==> src/rtl/lb_pkg.sv <==
// Shared types and the address decoder for the local-bus register bank.
package lb_pkg;

  localparam int unsigned LB_AW_MAX = 64;
  localparam int unsigned LB_IDX_W  = 7;

  typedef enum logic [1:0] {
    IDLE,
    WAIT,
    RESP,
    DRAIN
  } lb_rd_state_e;

  typedef enum logic [1:0] {
    DEC_RW,
    DEC_RO,
    DEC_NONE
  } lb_dec_kind_e;

  typedef struct packed {
    lb_dec_kind_e          kind;
    logic [LB_IDX_W-1:0]   idx;
  } lb_dec_t;

  // Byte address -> register window. Offset wraps at addr_w bits so addresses
  // below the base land far above the mapped range.
  function automatic lb_dec_t lb_decode(
    input logic [LB_AW_MAX-1:0] addr,
    input logic [LB_AW_MAX-1:0] base,
    input int unsigned          num_regs,
    input int unsigned          strb_w,
    input int unsigned          addr_w
  );
    logic [LB_AW_MAX-1:0] mask;
    logic [LB_AW_MAX-1:0] off;
    logic [LB_AW_MAX-1:0] word;
    logic [LB_AW_MAX-1:0] ro_word;
    int                   shift;
    lb_dec_t              res;

    mask = (addr_w >= LB_AW_MAX) ? '1 : ((LB_AW_MAX'(1) << addr_w) - LB_AW_MAX'(1));
    off  = (addr - base) & mask;

    shift = 0;
    for (int i = 0; i < 8; i++) begin
      if ((32'd1 << i) < strb_w) shift = i + 1;
    end

    word    = off >> shift;
    ro_word = word - LB_AW_MAX'(num_regs);

    res.kind = DEC_NONE;
    res.idx  = '0;
    if (word < LB_AW_MAX'(num_regs)) begin
      res.kind = DEC_RW;
      res.idx  = word[LB_IDX_W-1:0];
    end else if (word < LB_AW_MAX'(2 * num_regs)) begin
      res.kind = DEC_RO;
      res.idx  = ro_word[LB_IDX_W-1:0];
    end
    return res;
  endfunction

endpackage

==> src/rtl/lb_rd_resp.sv <==
// Read response engine: snapshots read data at acceptance, delays it by
// READ_LATENCY cycles, emits a one-cycle rvalid, then waits for ren to drop.
module lb_rd_resp
  import lb_pkg::*;
#(
  parameter int unsigned DATA_W       = 32,
  parameter int unsigned READ_LATENCY = 1
) (
  input  logic              clk,
  input  logic              rst,
  input  logic              ren,
  input  logic [DATA_W-1:0] rd_word,
  output logic [DATA_W-1:0] rdata,
  output logic              rvalid
);

  localparam int unsigned CNT_W = 2;

  lb_rd_state_e      state_q, state_d;
  logic [CNT_W-1:0]  cnt_q, cnt_d;
  logic [DATA_W-1:0] data_q, data_d;

  // NOTE: every output and next-state value gets a default first so no
  // branch leaves it unassigned and no latch is inferred.
  always_comb begin
    state_d = state_q;
    cnt_d   = cnt_q;
    data_d  = data_q;
    rvalid  = 1'b0;
    rdata   = '0;

    case (state_q)
      IDLE: begin
        if (ren) begin
          data_d  = rd_word;
          cnt_d   = CNT_W'(READ_LATENCY - 1);
          state_d = (READ_LATENCY > 1) ? WAIT : RESP;
        end
      end
      WAIT: begin
        cnt_d = cnt_q - 1'b1;
        if (cnt_q == CNT_W'(1)) state_d = RESP;
      end
      RESP: begin
        rvalid  = 1'b1;
        rdata   = data_q;
        state_d = DRAIN;
      end
      DRAIN: begin
        // ren still high belongs to the request just answered.
        if (!ren) state_d = IDLE;
      end
      default: state_d = IDLE;
    endcase
  end

  // NOTE: non-blocking assignments in clocked blocks so every flop samples
  // the pre-edge value of its inputs, independent of statement order.
  always_ff @(posedge clk or posedge rst) begin
    if (rst) begin
      state_q <= IDLE;
      cnt_q   <= '0;
      data_q  <= '0;
    end else begin
      state_q <= state_d;
      cnt_q   <= cnt_d;
      data_q  <= data_d;
    end
  end

endmodule

==> src/rtl/lb_reg_bank.sv <==
// Local-bus register bank: NUM_REGS byte-strobed RW registers with write
// pulses, NUM_REGS read-only status words, and a fixed-latency read path.
module lb_reg_bank
  import lb_pkg::*;
#(
  parameter int unsigned       ADDR_W       = 32,
  parameter int unsigned       DATA_W       = 32,
  parameter int unsigned       NUM_REGS     = 4,
  parameter logic [ADDR_W-1:0] BASE_ADDR    = '0,
  parameter int unsigned       READ_LATENCY = 1,
  parameter logic [DATA_W-1:0] RESET_VAL    = '0
) (
  input  logic                       clk,
  input  logic                       rst,
  input  logic [ADDR_W-1:0]          waddr,
  input  logic [DATA_W-1:0]          wdata,
  input  logic                       wen,
  input  logic [DATA_W/8-1:0]        wstrb,
  output logic                       wready,
  input  logic [ADDR_W-1:0]          raddr,
  input  logic                       ren,
  output logic [DATA_W-1:0]          rdata,
  output logic                       rvalid,
  output logic [NUM_REGS*DATA_W-1:0] reg_q,
  output logic [NUM_REGS-1:0]        reg_wpulse,
  input  logic [NUM_REGS*DATA_W-1:0] status_in
);

  localparam int unsigned STRB_W = DATA_W / 8;

  logic [DATA_W-1:0]   regs_q [NUM_REGS];
  logic [DATA_W-1:0]   regs_d [NUM_REGS];
  logic [NUM_REGS-1:0] wpulse_q, wpulse_d;
  logic                wready_q, wready_d;
  logic                wr_accept;
  lb_dec_t             wr_dec;
  lb_dec_t             rd_dec;
  logic [DATA_W-1:0]   rd_word;

  assign wr_dec = lb_decode(LB_AW_MAX'(waddr), LB_AW_MAX'(BASE_ADDR),
                            NUM_REGS, STRB_W, ADDR_W);
  assign rd_dec = lb_decode(LB_AW_MAX'(raddr), LB_AW_MAX'(BASE_ADDR),
                            NUM_REGS, STRB_W, ADDR_W);

  assign wr_accept = wen && wready_q;

  // Any accepted write, mapped or not, costs one dead cycle on wready.
  always_comb begin
    regs_d   = regs_q;
    wpulse_d = '0;
    wready_d = !wr_accept;
    if (wr_accept && wr_dec.kind == DEC_RW) begin
      for (int i = 0; i < NUM_REGS; i++) begin
        if (wr_dec.idx == LB_IDX_W'(i)) begin
          for (int b = 0; b < STRB_W; b++) begin
            if (wstrb[b]) regs_d[i][b*8 +: 8] = wdata[b*8 +: 8];
          end
          wpulse_d[i] = 1'b1;
        end
      end
    end
  end

  always_ff @(posedge clk or posedge rst) begin
    if (rst) begin
      wready_q <= 1'b0;
      wpulse_q <= '0;
      // NOTE: this array is a set of control flops, not a RAM, so every word
      // is reset; a true storage memory would be left without reset.
      for (int i = 0; i < NUM_REGS; i++) regs_q[i] <= RESET_VAL;
    end else begin
      wready_q <= wready_d;
      wpulse_q <= wpulse_d;
      regs_q   <= regs_d;
    end
  end

  always_comb begin
    rd_word = '0;
    for (int i = 0; i < NUM_REGS; i++) begin
      if (rd_dec.idx == LB_IDX_W'(i)) begin
        if (rd_dec.kind == DEC_RW) rd_word = regs_q[i];
        if (rd_dec.kind == DEC_RO) rd_word = status_in[i*DATA_W +: DATA_W];
      end
    end
  end

  lb_rd_resp #(
    .DATA_W      (DATA_W),
    .READ_LATENCY(READ_LATENCY)
  ) u_rd_resp (
    .clk    (clk),
    .rst    (rst),
    .ren    (ren),
    .rd_word(rd_word),
    .rdata  (rdata),
    .rvalid (rvalid)
  );

  for (genvar gi = 0; gi < NUM_REGS; gi++) begin : gen_reg_out
    assign reg_q[gi*DATA_W +: DATA_W] = regs_q[gi];
  end

  assign wready     = wready_q;
  assign reg_wpulse = wpulse_q;

endmodule

==> config.mk <==
export PLATFORM = sky130hd
export DESIGN_NAME = lb_reg_bank
export DESIGN_NICKNAME = d
export VERILOG_FILES = /design/src/rtl/lb_pkg.sv /design/src/rtl/lb_rd_resp.sv /design/src/rtl/lb_reg_bank.sv
export SDC_FILE = /design/constraint.sdc
export NUM_CORES = 1
export LEC_CHECK = 0
export CAP_MARGIN = 10
export CORE_MARGIN = 5
export CORE_UTILIZATION = 39
export CTS_BUF_LIST = sky130_fd_sc_hd__clkbuf_2 sky130_fd_sc_hd__clkbuf_4 sky130_fd_sc_hd__clkbuf_8
export DETAILED_ROUTE_END_ITERATION = 10
export PLACE_DENSITY = 0.83
export RECOVER_POWER = 100
export REMOVE_ABC_BUFFERS = 1
export SYNTH_ARGS = -nofsm -noshare
export SYNTH_HDL_FRONTEND = slang
export SYNTH_SLANG_ARGS = --single-unit
==> constraint.sdc <==
create_clock -name clk -period 5.7 [get_ports clk]
set_clock_uncertainty 0.1 [all_clocks]
set_input_delay 0.855 -clock clk [delete_from_list [all_inputs] [get_ports clk]]
set_output_delay 0.855 -clock clk [all_outputs]
set_load 0.005 [all_outputs]
# Yosys cells after proc, flatten, opt, wreduce, memory -nomap -nowiden
# Cells that the tools add are included.
word_totals:
  register_bits: 169
  elab_cells: 99
  in_bits: 232
classes:
  addsub: 3
  muxes: 29
  n_reduce_logical: 28
  eq_ne: 14
  order_cmp: 4
op_table:
  columns: ["op", "count"]
  rows:
  - ["$mux 32", 13]
  - ["$lt 30x3->1 const B", 2]
  - ["$lt 30x4->1 const B", 2]
  - ["$reduce_and 3->1", 17]
  - ["$mux 9", 4]
  - ["$eq 7x2->1 const B", 4]
  - ["$eq 7x1->1 const B", 2]
  - ["$logic_not 7->1", 2]
  - ["$sub 7x3->7 const B", 2]
  - ["$mux 2", 4]
  - ["$pmux 2 s4", 1]
  - ["$eq 2x1->1 const B", 3]
  - ["$logic_not 2->1", 3]
  - ["$mux 1", 5]
  - ["$eq 2x2->1 const B", 2]
  - ["$mux 4", 1]
  - ["$ne 2x2->1 const B", 2]
  - ["$pmux 2 s2", 1]
  - ["$reduce_and 2->1", 2]
  - ["$logic_and 1x1->1", 2]
  - ["$ne 2x1->1 const B", 1]
  - ["$reduce_bool 2->1", 1]
  - ["$sub 2x1->2 const B", 1]
  - ["$logic_not 1->1", 1]

# Logic depth before layout (Yosys ltp)
# Gate-level depths: netlist (run 1).
depth:
  ltp_word: 16
  depth_mapped: 10
  mapped_depth_nobuf: 8

# Cells and area by module
# Synthesis (run 1) repeated with hierarchy kept, for this count alone.
unflattened:
  hier_cells: 842
  hier_area_um2: 9455.3
modules_own_cells:
  columns: ["mod", "n_inst", "cells_per_inst", "seq_area_each_um2", "area_per_inst_um2"]
  rows:
  - ["lb_reg_bank", 1, 718, 3328.2, 7808.7]
  - ["lb_rd_resp", 1, 124, 900.9, 1646.6]

# Worst setup path before layout (run 1)
# Ideal clock, no wire load.
synth_timing:
  path_kind: "input to register"
  start: "input port waddr[31]"
  end: "register regs_q (netlist bit reg_q[39])"
  slack_ns: 2.522
  t_arrival_ns: 2.953
  setup_time_ns: 0.125
  cell_stages: 6
  required_time_ns: 5.475
  n_path_buf: 0
  cell_sequence: "or4_1 -> or4_1 -> nor3_2 -> nor3b_4 -> nand2_4 -> mux2_4"
synth_via:
  elab_chain_len: 6
  word_cells_on_any_way: 8
  cone_classes: "order compare: 2; eq/ne: 1; mux: 2; reduce/logical: 3"
synth_rtl:
  columns: ["item", "line_no", "rtl"]
  rows:
  - ["start, declared", "lb_reg_bank.sv:15", "input logic [ADDR_W-1:0] waddr,"]
  - ["$lt 30x4->1", "lb_pkg.sv:57", "end else if (word < LB_AW_MAX'(2 * num_regs)) begin"]
  - ["$mux 9", "lb_pkg.sv:57", null]
  - ["$mux 9 (*)", "lb_pkg.sv:54", "if (word < LB_AW_MAX'(num_regs)) begin"]
  - ["parallel branches: the longest is 2 deep, another holds $eq 7x1->1", null, null]
  - ["$reduce_and 3->1 (no source line) (*)", null, null]
  - ["end signal, assigned", "lb_reg_bank.sv:74", "regs_q <= regs_d;"]
  - ["end, declared", "lb_reg_bank.sv:31", "logic [DATA_W-1:0] regs_q [NUM_REGS];"]
# Every way passes the cells marked *.
# A chain may end at the register's enable or synchronous reset.

# Worst setup path after layout (run 1)
layout_timing:
  start: "input port waddr[28]"
  end: "register regs_q (netlist bit reg_q[39])"
# The elaborated chain is that of the path after synthesis.

==> impl_metrics.tcl, run 1 <==
set metrics [dict create \
    hold_class "reg -> reg" \
    clk_pin_slew_worst_paths_ns 0.09 \
    critical_path_required_ns 5.92 \
    slew_viol_final 111 \
    track_usage_pct 25.9 \
    numClockSinks 169 \
    p_clk_share_pct 28.3 \
    nFillCells 1959 \
    root_buffer "clkbuf_8" \
    cap_violations 3 \
    power_frac_seq_pct 46.3 \
    p_sw_share_pct 28.7 \
    ys_top_cells_by_count "dfrtp_1, mux2_2, nor2b_1" \
    synth_area_leaders "dfrtp_1, mux2_2, a22oi_1" \
    violations "capacitance limit, slew limit" \
    crit_top_cell "or4_1" \
    start_util_pct 39.5 \
    power.total_mw 3.04 \
    setup_viol 0 \
    worstSetupEndpointType "register" \
    cts_tree "yes" \
    crit_fanout 8 \
    cts_resized 0 \
    r2r-start "wready$_DFF_PP0_" \
    gr-total-overflow 0 \
    r2r_end "reg_q[39]$_DFFE_PP0P_" \
    die_w_um 161 \
    intPower_mw 2.17 \
    io_buffers 393 \
    routabilityCongestion 0.854 \
    clock_latency_ns 0.44 \
    crit_family "simple AND/OR/NAND/NOR gates" \
    numCtsBuffers 17 \
    rsz0062_at_grt "false" \
    fin_crit_ns 4.76 \
    slew_headroom_pct -124 \
    final-instance-count-excl-fill 1467 \
    synth_area_per_cell_sq_um 11.0 \
    grt_antenna_before_repair 4 \
    synth_cells 810 \
    fmax_mhz 210 \
    vias 8583 \
    cellLeakagePower_nw 5.97 \
    synthesis.area_sq_mm 0.00891 \
    yosysMostFrequentCell "dfrtp_1" \
    grt_pass1_wl_um 52500 \
    cts_hold_buf 0 \
    cp_slowest_cell "nor3b_1" \
    dp.cells 1435 \
    vdd_drop_max_uv 144 \
    multi_input_area_sq_mm 0.00440 \
    crit_arrival_ns 4.98 \
    hold_depth 1 \
    final_util_pct 59.5 \
    synth_cell_type_count 46 \
    p_switching_uw 874 \
    final_layout_size_suffix_gt1_share_pct 15.1 \
    drc 0 \
    routed_wl_um 34500 \
    critPathBufInv 1 \
    htreeDepth 4 \
    synth-seq-area-share_pct 47.5 \
    firstDrtPassIters 5 \
    area_growth_pct 50.6 \
    outcome "finished, violations left" \
    core_region_area_sq_mm 0.0226 \
    r2r_slack_ns 2.07 \
    cts_buffer_depth 2 \
    viasPerCell 5.85 \
    min-delay-start "wready$_DFF_PP0_" \
    slowest_delay_ns 1.40 \
    ys_async_sr_fraction_pct 100 \
    place_hpwl_um 24500 \
    grt_pass1_vias 9094 \
    grt_max_degree 98 \
    pwr-share-comb_pct 25.4 \
    synth_top_area_cell "dfrtp_1" \
    cp-start-kind "input pin" \
    nets 1404 \
    r2r_cells 6 \
    fin_setup_tns_ns 0 \
    hold_violations 0 \
    drtAntennaViolNets 0 \
    synth-main-ff-cell "dfrtp_1" \
    holdPathEnd "wready$_DFF_PP0_" \
    synth_top_area_share_pct 47.5 \
    crit_type "in -> reg" \
    post-cts-setup-buffers 0 \
    register_area_sq_mm 0.00423 \
    io_pins 398 \
    synth-seq-cells 169 \
    power-per-cell-area_mw_per_mm2 226 \
    fin_crit_sh_pct 83.4 \
    dieHeight_um 161 \
    dieArea_sq_mm 0.0260 \
    wl_per_cell_um 23.5 \
    drt_iter0_drc 629 \
    hold-worst-slack_ns 0.358 \
    tightest_slew_ns 3.34 \
    rows 55 \
    yosysWarnings 0 \
    cp_cell_sequence "dlygate4sd3_1 -> or4_1 -> or4_1 -> nor3_1 -> nor3b_1 -> nand2_4 -> mux2_1" \
    synth-edff-count 0 \
]
## power groups by stage
stage	Clock, mW	Sequential (mW)	Combinational [mW]
detailed placement	0	1.43	0.798
global placement	0	1.42	0.777
CTS	0.885	1.40	0.802
floorplan	0	1.40	0.357
finish	0.860	1.41	0.773
global route	0.934	1.43	0.844
## flip-flops by register name (all words and copies together), names as in the netlist
name,flops
reg_wpulse,4
reg_q,128
u_rd_resp.state_q,2
u_rd_resp.data_q,32
wready,1
u_rd_resp.cnt_q,2
## worst max-delay path by stage
stage,startpoint,to,depth (start not counted)
after floorplan,rst,reg_q[0]$_DFFE_PP0P_,1
final,waddr[28],reg_q[39]$_DFFE_PP0P_,7
after global routing,raddr[5],u_rd_resp.data_q[7]$_DFFE_PP0P_,9
after CTS,raddr[26],u_rd_resp.data_q[19]$_DFFE_PP0P_,8
after global placement,raddr[26],u_rd_resp.data_q[9]$_DFFE_PP0P_,8
after detailed placement,raddr[4],u_rd_resp.data_q[19]$_DFFE_PP0P_,9
## logic make-up after synthesis
logic type,synth area share (%)
muxes,16.3
and+or+nand+nor,13.7
AOI/OAI and AO/OA,18.9
adders and majority gates,0.421
xor gates and xnor gates,0.197
DFF,47.5
buffers and inverters,3.02
## worst register-to-register path: stages (launching register included)
cell and delay (ns):
dfrtp_1 0.36, nand2_1 0.06, or4_1 0.52, nor3_1 0.36
nor3b_1 1.40, nand2_4 0.29, mux2_1 0.41
## stage by stage
step           cell area (sq um)  worst slack [ns]
2_1_floorplan               8670             0.170
3_3_place_gp               13100              1.53
3_5_place_dp               13100              1.53
4_1_cts                    13500              2.03
5_1_grt                    13400             0.876
6_report                   13400             0.945
## metal layers
metal  GRT usage, %  vias up  part of all wire [%]
met5              0        -                  0.13
met4           11.4        6                   3.6
met3           7.83       87                   9.0
met2           44.5      447                    50
met1           29.8     4246                    38
li1               -     3797                     -
## layout by cell type, fill, tap and decap left out, types with 3 or more instances in the layout
| cell type | instances |
|---|---|
| a21oi_1 | 32 |
| a22oi_1 | 63 |
| a31oi_1 | 35 |
| and2_0 | 18 |
| and2_1 | 14 |
| and3_1 | 3 |
| buf_4 | 8 |
| clkbuf_8 | 19 |
| clkdlybuf4s50_1 | 240 |
| dfrtp_1 | 169 |
| dlygate4sd3_1 | 152 |
| inv_1 | 7 |
| inv_6 | 4 |
| inv_8 | 3 |
| mux2_1 | 5 |
| mux2_2 | 123 |
| nand2_1 | 16 |
| nand2_4 | 4 |
| nand2b_1 | 3 |
| nand4_1 | 4 |
| nor2_1 | 9 |
| nor2b_1 | 65 |
| nor3_1 | 35 |
| nor4_1 | 11 |
| o21ai_0 | 7 |
| o22ai_1 | 31 |
| o31ai_1 | 31 |
| o32a_1 | 31 |
| or4_1 | 3 |
## final cells by class
type / count / area share (%)
well taps: 285 / 2.66
clock inverters: 12 / 0.979
clock buffers: 19 / 1.95
multi-input cells: 570 / 32.8
repair buffers: 403 / 29.9
inverters: 8 / 0.233
flip-flops and latches: 169 / 31.5
diodes: 1 / 0.0186
Power figures use the tool's default switching activity.
==> run 2, diff against run 1 <==
clock period = 3.9 ns   (was 5.7 ns; I/O delays follow)
==> run 2 against run 1 <==
  * The flow still finishes with violations (capacitance limit, slew limit)
  * First-iteration DRC count down 9.1%
  * Hold slack better by 0.039 ns
  * Global-route usage up 0.48 points
  * Register-to-register slack lost 1.0 ns
  * Largest cell class unchanged
  * Highest routed layer is now met4
==> impl_metrics.tcl, run 2 (same netlist as run 1, synthesis figures left out) <==
set metrics [dict create \
    grt_max_degree 65 \
    post-cts-setup-buffers 0 \
    rsz0062_at_grt "false" \
    outcome "finished, violations left" \
    dr.max_layer_used "met4" \
    drc 0 \
    htreeDepth 4 \
    setup_viol 0 \
    root_buffer "clkbuf_8" \
    preCtsSetupSlack_ns 0.200 \
    fin_crit_ns 3.56 \
    gr-total-overflow 0 \
    clk_pin_slew_worst_paths_ns 0.10 \
    numClockSinks 169 \
    viasPerCell 5.90 \
    grt_pass1_vias 9221 \
    clock_latency_ns 0.46 \
    route.met3.wl_um 3060 \
    place_hpwl_um 25600 \
    grt_antenna_before_repair 1 \
    hold_class "reg -> reg" \
    violations "capacitance limit, slew limit" \
    io_pins 398 \
    nets 1419 \
    io_buffers 393 \
    numCtsBuffers 17 \
    grt_pass1_wl_um 53700 \
    met2_length_um 17600 \
    final_layout_size_suffix_gt1_share_pct 16.3 \
    cts_resized 0 \
    drt_iter0_drc 572 \
    tightest_slew_ns 2.63 \
    nFillCells 1883 \
    area_growth_pct 52.8 \
    cts_tree "yes" \
    critical_path_required_ns 4.18 \
    cellLeakagePower_nw 6.07 \
    largest_reg_flops 128 \
    dieArea_sq_mm 0.0260 \
    die_w_um 161 \
    final_common_cell "clkdlybuf4s50_1" \
    cap_violations 1 \
    routed_wl_um 35200 \
    crit_arrival_ns 3.84 \
    core_region_area_sq_mm 0.0226 \
    cts_hold_buf 0 \
    cts_buffer_depth 2 \
    slew_headroom_pct -75.1 \
    rows 55 \
    multi_input_area_sq_mm 0.00443 \
    register_area_sq_mm 0.00423 \
    power-per-cell-area_mw_per_mm2 335 \
    slew_viol_final 64 \
    track_usage_pct 26.3 \
    fmax_mhz 281 \
    hold-worst-slack_ns 0.396 \
    timing.final.ws_setup_ns 0.339 \
    crit_type "in -> reg" \
    hold_violations 0 \
    firstDrtPassIters 5 \
    fin_setup_tns_ns 0 \
    wl_per_cell_um 23.7 \
    vdd_drop_max_uv 205 \
    dpl_cell_area_sq_mm 0.0132 \
    layout_common_cells "clkdlybuf4s50_1, dfrtp_1, dlygate4sd3_1, mux2_2, nor2b_1" \
    cp-start-kind "input pin" \
    wl_met1_um 13200 \
    routabilityCongestion 0.884 \
    start_util_pct 39.5 \
    dieHeight_um 161 \
    drtAntennaViolNets 0 \
    vias 8752 \
    final_cell_area_sq_mm 0.0136 \
    fin_crit_sh_pct 91.3 \
    crit_fanout 19 \
    worstSetupEndpointType "register" \
]
-- run 2: cell types whose count changed in the layout (fill, tap and decap cells not counted), moves of 2 or more --
cell,change
buf_4,+10
and2_0,-2
and2_1,+2
buf_12,+2
bufinv_16,+2
clkbuf_1,+2
clkbuf_8,-2
clkinvlp_4,+2
mux2_1,-2
mux2_4,+2
-- run 2: worst max-delay path, cell delays in order --
cell and delay [ns]:
clkdlybuf4s50_1 0.39, nor4_1 0.49, nand4_1 0.35, nor3_4 0.33, clkbuf_1 0.91, a31oi_1 0.31, o31a_1 0.31, a31oi_1 0.15
-- run 2: report_power, final --
group,switching (mW),internal (mW),leakage (nW)
registers,0.109,1.94,2.28
clock network,0.698,0.657,0.204
logic,0.481,0.672,3.58
-- run 2: area by class of cell --
class	instances	share of cell area, %
multi-input combinational	570	32.5
tap	285	2.62
timing repair buffer	418	30.4
sequential	169	31.1
clock buffer	18	1.77
clock inverter	14	1.37
antenna	1	0.0184
inverter	8	0.221
-- run 2: routing by layer --
metal	vias to the layer above	global-route usage, %
li1	3846	-
met1	4346	30.2
met2	457	45.8
met3	103	8.04
met4	0	11.0
met5	-	0
-- run 2: final timing paths --
path,startpoint,endpoint,slack [ns],cells after the start
worst max-delay path,raddr[18],u_rd_resp.data_q[0]$_DFFE_PP0P_,0.34,8
worst min-delay path,u_rd_resp.data_q[12]$_DFFE_PP0P_,u_rd_resp.data_q[12]$_DFFE_PP0P_,0.40,1
worst max register to register,wready$_DFF_PP0_,reg_q[63]$_DFFE_PP0P_,1.03,7
worst min register to register,u_rd_resp.data_q[12]$_DFFE_PP0P_,u_rd_resp.data_q[12]$_DFFE_PP0P_,0.40,1
max in group asynchronous,rst,reg_wpulse[0]$_DFF_PP0_,0.76,2
min in group asynchronous,rst,reg_q[107]$_DFFE_PP0P_,1.38,2
-- run 2: through the flow --
stage               instances  power (mW)  utilization, %
finish                   1483        4.56            60.3
global route             1483        4.79            60.3
CTS                      1482        4.62            60.6
detailed placement       1450        3.27            58.7
global placement         1450        3.23            58.7
floorplan                 747        2.57               -
